$ cat config.mk
export PLATFORM = sky130hd
export DESIGN_NAME = csr_dma_slave
export DESIGN_NICKNAME = d
export VERILOG_FILES = /design/src/rtl/csr_dma_slave.sv
export SDC_FILE = /design/constraint.sdc
export NUM_CORES = 2
export LEC_CHECK = 0
export BUFFER_PORTS_ARGS = -buffer_cell sky130_fd_sc_hd__clkbuf_2
export CORE_MARGIN = 2
export CORE_UTILIZATION = 30
export DETAILED_ROUTE_END_ITERATION = 16
export REMOVE_ABC_BUFFERS = 1
export SLEW_MARGIN = 40
export SYNTH_ARGS = -nofsm -noshare
export SYNTH_HDL_FRONTEND = slang
export SYNTH_SLANG_ARGS = --single-unit
$ cat constraint.sdc
create_clock -name clk -period 7.4 [get_ports clk]
set_clock_uncertainty 0.1 [all_clocks]
set_input_delay 0.37 -clock clk [delete_from_list [all_inputs] [get_ports clk]]
set_output_delay 0.37 -clock clk [all_outputs]
set_load 0.01 [all_outputs]
$ cat src/rtl/csr_dma_slave.sv
// csr_dma_slave: Avalon-MM CSR slave with a single-channel word-copy engine.
// The engine moves a CSR-held buffer to SDRAM, or reads SDRAM back into it.
module csr_dma_slave #(
    parameter int unsigned MASTER_ADDRESSWIDTH = 26,
    parameter int unsigned SLAVE_ADDRESSWIDTH  = 4,
    parameter int unsigned DATAWIDTH           = 32,
    parameter int unsigned NUMREGS             = 16,
    parameter int unsigned TIMEOUT_CYCLES      = 1024,
    parameter logic [31:0] DEFAULT_BASE        = 32'h08000000
) (
    input  logic                           clk,
    input  logic                           reset,
    input  logic [SLAVE_ADDRESSWIDTH-1:0]  slave_address,
    input  logic [DATAWIDTH-1:0]           slave_writedata,
    input  logic                           slave_write,
    input  logic                           slave_read,
    input  logic                           slave_chipselect,
    output logic [DATAWIDTH-1:0]           slave_readdata,
    output logic [MASTER_ADDRESSWIDTH-1:0] master_address,
    output logic [DATAWIDTH-1:0]           master_writedata,
    output logic                           master_write,
    output logic                           master_read,
    input  logic [DATAWIDTH-1:0]           master_readdata,
    input  logic                           master_readdatavalid,
    input  logic                           master_waitrequest,
    output logic                           irq
);
    localparam int unsigned MAW  = MASTER_ADDRESSWIDTH;
    localparam int unsigned SAW  = SLAVE_ADDRESSWIDTH;
    localparam int unsigned DW   = DATAWIDTH;
    localparam int unsigned NBUF = NUMREGS - 4;
    localparam int unsigned IW   = $clog2(NBUF + 1);
    localparam int unsigned BW   = (NBUF > 1) ? $clog2(NBUF) : 1;
    localparam int unsigned TW   = (TIMEOUT_CYCLES > 1) ? $clog2(TIMEOUT_CYCLES) : 1;

    localparam logic [DW-1:0] MagicWr = DW'(32'hF00BF00B);
    localparam logic [DW-1:0] MagicRd = DW'(32'hDEADF00B);

    typedef enum logic [2:0] {StIdle, StWrReq, StRdReq, StRdWait, StFinish} state_e;

    state_e          state_q, state_d;
    logic            ctrl_dir_q, ctrl_dir_d;
    logic            ctrl_irq_en_q, ctrl_irq_en_d;
    logic            busy_q, busy_d;
    logic            done_q, done_d;
    logic            tmo_flag_q, tmo_flag_d;
    logic            xfer_dir_q, xfer_dir_d;
    logic [MAW-1:0]  base_q, base_d;
    logic [DW-1:0]   length_q, length_d;
    logic [DW-1:0]   buf_q [NBUF];
    logic [DW-1:0]   buf_d [NBUF];
    logic [IW-1:0]   idx_q, idx_d;
    logic [TW-1:0]   tmo_cnt_q, tmo_cnt_d;
    logic [DW-1:0]   readdata_q, readdata_d;

    logic            wr_en, rd_en, addr_ok, go, go_dir;
    logic [BW-1:0]   slv_buf_idx, eng_buf_idx;
    logic [IW-1:0]   eff_len, idx_inc;
    logic [DW-1:0]   rd_word;

    assign wr_en          = slave_chipselect & slave_write;
    assign rd_en          = slave_chipselect & slave_read & ~slave_write;
    assign addr_ok        = 32'(slave_address) < NUMREGS;
    assign slv_buf_idx    = BW'(slave_address - SAW'(4));
    assign eng_buf_idx    = BW'(idx_q);
    assign idx_inc        = idx_q + IW'(1);
    assign eff_len        = (length_q > DW'(NBUF)) ? IW'(NBUF) : IW'(length_q);
    assign slave_readdata = readdata_q;
    assign irq            = done_q & ctrl_irq_en_q;

    always_comb begin
        state_d          = state_q;
        ctrl_dir_d       = ctrl_dir_q;
        ctrl_irq_en_d    = ctrl_irq_en_q;
        busy_d           = busy_q;
        done_d           = done_q;
        tmo_flag_d       = tmo_flag_q;
        xfer_dir_d       = xfer_dir_q;
        base_d           = base_q;
        length_d         = length_q;
        buf_d            = buf_q;
        idx_d            = idx_q;
        tmo_cnt_d        = tmo_cnt_q;
        readdata_d       = readdata_q;
        master_address   = '0;
        master_writedata = '0;
        master_write     = 1'b0;
        master_read      = 1'b0;
        go               = 1'b0;
        go_dir           = 1'b0;
        rd_word          = '0;

        if (addr_ok) begin
            case (slave_address)
                SAW'(0): begin
                    rd_word[1] = ctrl_dir_q;
                    rd_word[2] = ctrl_irq_en_q;
                end
                SAW'(1): begin
                    rd_word[2:0]   = {tmo_flag_q, done_q, busy_q};
                    rd_word[31:16] = 16'(idx_q);
                end
                SAW'(2): rd_word = DW'(base_q);
                SAW'(3): rd_word = length_q;
                default: rd_word = buf_q[slv_buf_idx];
            endcase
        end
        if (rd_en) begin
            readdata_d = rd_word;
        end

        // DONE-clear is the only CSR write honoured while the engine is busy.
        if (wr_en && addr_ok) begin
            if (slave_address == SAW'(1)) begin
                if (slave_writedata[1]) begin
                    done_d     = 1'b0;
                    tmo_flag_d = 1'b0;
                end
            end else if (!busy_q) begin
                case (slave_address)
                    SAW'(0): begin
                        if (slave_writedata == MagicWr) begin
                            go = 1'b1;
                        end else if (slave_writedata == MagicRd) begin
                            go     = 1'b1;
                            go_dir = 1'b1;
                        end else begin
                            ctrl_dir_d    = slave_writedata[1];
                            ctrl_irq_en_d = slave_writedata[2];
                            go            = slave_writedata[0];
                            go_dir        = slave_writedata[1];
                        end
                    end
                    SAW'(2): base_d   = MAW'(slave_writedata) & ~MAW'(3);
                    SAW'(3): length_d = slave_writedata;
                    default: buf_d[slv_buf_idx] = slave_writedata;
                endcase
            end
        end

        case (state_q)
            StIdle: begin
                if (go) begin
                    xfer_dir_d = go_dir;
                    idx_d      = '0;
                    done_d     = 1'b0;
                    tmo_flag_d = 1'b0;
                    busy_d     = 1'b1;
                    if (eff_len == '0) begin
                        state_d = StFinish;
                    end else begin
                        state_d = go_dir ? StRdReq : StWrReq;
                    end
                end
            end
            StWrReq: begin
                master_write     = 1'b1;
                master_address   = base_q + (MAW'(idx_q) << 2);
                master_writedata = buf_q[eng_buf_idx];
                if (!master_waitrequest) begin
                    idx_d = idx_inc;
                    if (idx_inc == eff_len) begin
                        state_d = StFinish;
                    end
                end
            end
            StRdReq: begin
                master_read    = 1'b1;
                master_address = base_q + (MAW'(idx_q) << 2);
                if (!master_waitrequest) begin
                    tmo_cnt_d = '0;
                    state_d   = StRdWait;
                end
            end
            StRdWait: begin
                if (master_readdatavalid) begin
                    buf_d[eng_buf_idx] = master_readdata;
                    idx_d              = idx_inc;
                    state_d            = (idx_inc == eff_len) ? StFinish : StRdReq;
                end else if (tmo_cnt_q == TW'(TIMEOUT_CYCLES - 1)) begin
                    tmo_flag_d = 1'b1;
                    state_d    = StFinish;
                end else begin
                    tmo_cnt_d = tmo_cnt_q + TW'(1);
                end
            end
            StFinish: begin
                busy_d  = 1'b0;
                done_d  = 1'b1;
                state_d = StIdle;
            end
            default: state_d = StIdle;
        endcase
    end

    always_ff @(posedge clk) begin
        if (reset) begin
            state_q       <= StIdle;
            ctrl_dir_q    <= 1'b0;
            ctrl_irq_en_q <= 1'b0;
            busy_q        <= 1'b0;
            done_q        <= 1'b0;
            tmo_flag_q    <= 1'b0;
            xfer_dir_q    <= 1'b0;
            base_q        <= MAW'(DEFAULT_BASE);
            length_q      <= '0;
            for (int k = 0; k < NBUF; k++) begin
                buf_q[k] <= '0;
            end
            idx_q         <= '0;
            tmo_cnt_q     <= '0;
            readdata_q    <= '0;
        end else begin
            state_q       <= state_d;
            ctrl_dir_q    <= ctrl_dir_d;
            ctrl_irq_en_q <= ctrl_irq_en_d;
            busy_q        <= busy_d;
            done_q        <= done_d;
            tmo_flag_q    <= tmo_flag_d;
            xfer_dir_q    <= xfer_dir_d;
            base_q        <= base_d;
            length_q      <= length_d;
            buf_q         <= buf_d;
            idx_q         <= idx_d;
            tmo_cnt_q     <= tmo_cnt_d;
            readdata_q    <= readdata_d;
        end
    end

endmodule

==> reports/qor.csv <==
metric,value,unit
outcome,"complete, no violations",
remaining global-route overflow,0,
clock tree sinks,494,
"Slew Viols, Final",0,
RSZ-0062 raised after global routing,no,
"commonest non-fill, non-tap cells in the layout","525 x nor2_1, 490 x dfxtp_1, 429 x nand2_1, 303 x nand3_1, 289 x a311oi_1",
Fillers,9774,
CP Data Arrival Time,3.97,ns
P&R area growth vs syn,12.3,%
synthesized area per cell,8.63,um2
Synth area leaders,"dfxtp_1 34%, mux4_2 15%, a311oi_1 8.8%, nor2_1 6.9%, nand2_1 5.9%",
total negative slack,0,ns
HP Class,input port to flop,
Hold WS,0.0448,ns
CTS Hold Bufs,0,
R2R cell count,8,
# IOs,168,
GPL Wtd Cong,0.865,
Rel. slew slack,41.5,%
Tightest Pin Transition,0.877,ns
post-CTS setup repair buffer count,0,
final total power,5870,uW
Final min period,4.44,ns
Detailed Place HPWL,69800,um
Iter 0 DRT Violations,3041,
Die Span Y,314,um
Max H-tree Level,2,
Max-Cap Viols,0,
die width,314,um
Worst VDD drop,0.000169,V
routed vias/inst,6.03,
Yosys top cell area share,34.3,%
final-report hold violation count,0,
cells after synthesis,3335,
vias in the first global route,25800,
"area leader, netlist",dfxtp_1,
Post-synth top flop,dfxtp_1,
Synth Warn #,0,
FMAX,0.225,GHz
clk_lat worst skew,0.63,ns
Hold Path Stages,4,
final worst slack,2.96,ns
die area,98500,um2
Setup-failing EPs final,0,
DP Worst Slack,3.56,ns
initial antenna violation count,8,
CTS Buffer Depth,3,
LEAKAGE,0.0110,uW
Synth Cell Area,28800,um2
sequential cell area fraction in the yosys report,34.3,%
CP Launch Type,flop,
initial core utilization,30.3,%
library cells used by synthesis,59,
Synth Register Bits,494,
IO Port Bufs,165,
Routed Antenna Nets,0,
crit path max fanout,45,
Routed WL per cell,26.0,um
largest net degree at the start of global routing,115,
CTS tree,built,
Routed Wire Length,117000,um
# DRC,0,
row count,113,
post_cts resized,0,
Worst setup EP type,output port,
first-pass GRT wire length,174000,um
Overall Global Routing Usage,23.1,%
CP Class,flop to output port,
Core Area,95000,um2
Critical Path RT,6.93,ns
"EDFF count, synth",0,
CTS Root Cell,clkbuf_16,
"most common cell after layout, fill and taps aside",nor2_1,
cts bufs inserted,55,
Post-synth ARST share,0,%
via count,27300,
clk slew on worst S/H paths,0.06,ns
DR pass1 iterations,6,
NumNets Final,3301,
crit share post-route,60.0,%
Power Density,182,nW/um2
ratio of cells with drive above 1 in the final layout,18.2,%
synthesized netlist by cell type, types with 5 or more instances:
| cell | n |
|---|---|
| nor2_1 | 527 |
| mux2i_1 | 151 |
| nor4_1 | 17 |
| nand2_1 | 451 |
| ha_1 | 13 |
| nand4_1 | 12 |
| buf_4 | 7 |
| a21o_1 | 7 |
| mux2_2 | 35 |
| buf_2 | 48 |
| o221ai_1 | 19 |
| buf_1 | 31 |
| a311oi_1 | 289 |
| a221oi_1 | 6 |
| and3_1 | 6 |
| xor2_1 | 22 |
| mux4_2 | 193 |
| dfxtp_1 | 494 |
| nor3_1 | 6 |
| and3b_1 | 5 |
| o211ai_1 | 8 |
| nand3_1 | 307 |
| a211oi_1 | 101 |
| a21oi_1 | 109 |
| inv_1 | 13 |
| o21ai_0 | 36 |
| nor2b_1 | 10 |
| a22oi_1 | 32 |
| clkbuf_1 | 323 |
| xnor2_1 | 10 |
worst max-delay path, stage by stage (launching register included):
cell      delay [ns]
dfxtp_4         0.63
buf_4           0.75
buf_4           0.70
mux4_2          0.42
mux2i_1         0.18
nor2_1          0.07
a21oi_1         0.30
nor2_1          0.07
clkbuf_2        0.15
state kept, by name, indices dropped and copies added, names as in the netlist:
| register | count |
|---|---|
| base_q | 24 |
| tmo_flag_q | 1 |
| state_q | 3 |
| tmo_cnt_q | 10 |
| done_q | 1 |
| slave_readdata | 32 |
| ctrl_dir_q | 1 |
| busy_q | 1 |
| buf_q | 384 |
| eng_buf_idx | 4 |
| length_q | 32 |
| ctrl_irq_en_q | 1 |
through the flow:
stage          instance area (um2)  util [%]  cells
5_1_grt                      32300      34.0   4518
2_1_floorplan                27200         -   2926
4_1_cts                      32200      33.9   4513
3_5_place_dp                 30500      32.1   4416
3_3_place_gp                 30100      31.7   4404
6_report                     32300      34.0   4520
area by class of cell:
type | count | area [um2] | area share (%)
clock buffers | 79 | 1610 | 4.97
repair buffers | 229 | 1640 | 5.08
inverters | 13 | 48.8 | 0.151
clock inverters | 18 | 114 | 0.352
multi-input cells | 2419 | 17400 | 53.9
flip-flops and latches | 494 | 9900 | 30.6
well taps | 1265 | 1580 | 4.90
diodes | 3 | 7.51 | 0.0232
cell families (layout without fill, tap and decap cells):
kind of cell    after synthesis  in the layout  share of synthesized area [%]
compound gates              622            622                           16.4
xor+xnor                     32             32                          0.973
fa+ha+maj                    14             14                          0.634
buf+inv                     423            339                           5.84
flops                       494            494                           34.3
mux                         379            379                           21.7
other cells                   1              5                         0.0130
simple gates               1370           1370                           20.1
path summary, 6_finish.rpt:
| check | end | start | slack (ns) |
|---|---|---|---|
| hold reg to reg | length_q[27] | length_q[27] | 0.38 |
| hold / removal | state_q[0] | master_readdatavalid | 0.04 |
| setup / recovery | master_writedata[5] | eng_buf_idx[1] | 2.96 |
| setup reg to reg | state_q[1] | eng_buf_idx[1] | 3.89 |
layer usage:
layer	part of all wire, %	track usage, %	wire length (um)
met1	41	31.1	48200
met2	44	35.7	52100
met3	11	6.49	13000
met4	3.4	7.64	3960
met5	0.039	0	46
power by group:
part / leakage [uW] / switching (uW) / internal, uW / total (uW)
registers: 0.00399 / 19.4 / 2680 / 2700
logic: 0.00616 / 342 / 120 / 462
clock network: 0.000856 / 1210 / 1500 / 2710
total: 0.0110 / 1570 / 4300 / 5870
No activity file was read; power rests on OpenSTA's default activity.
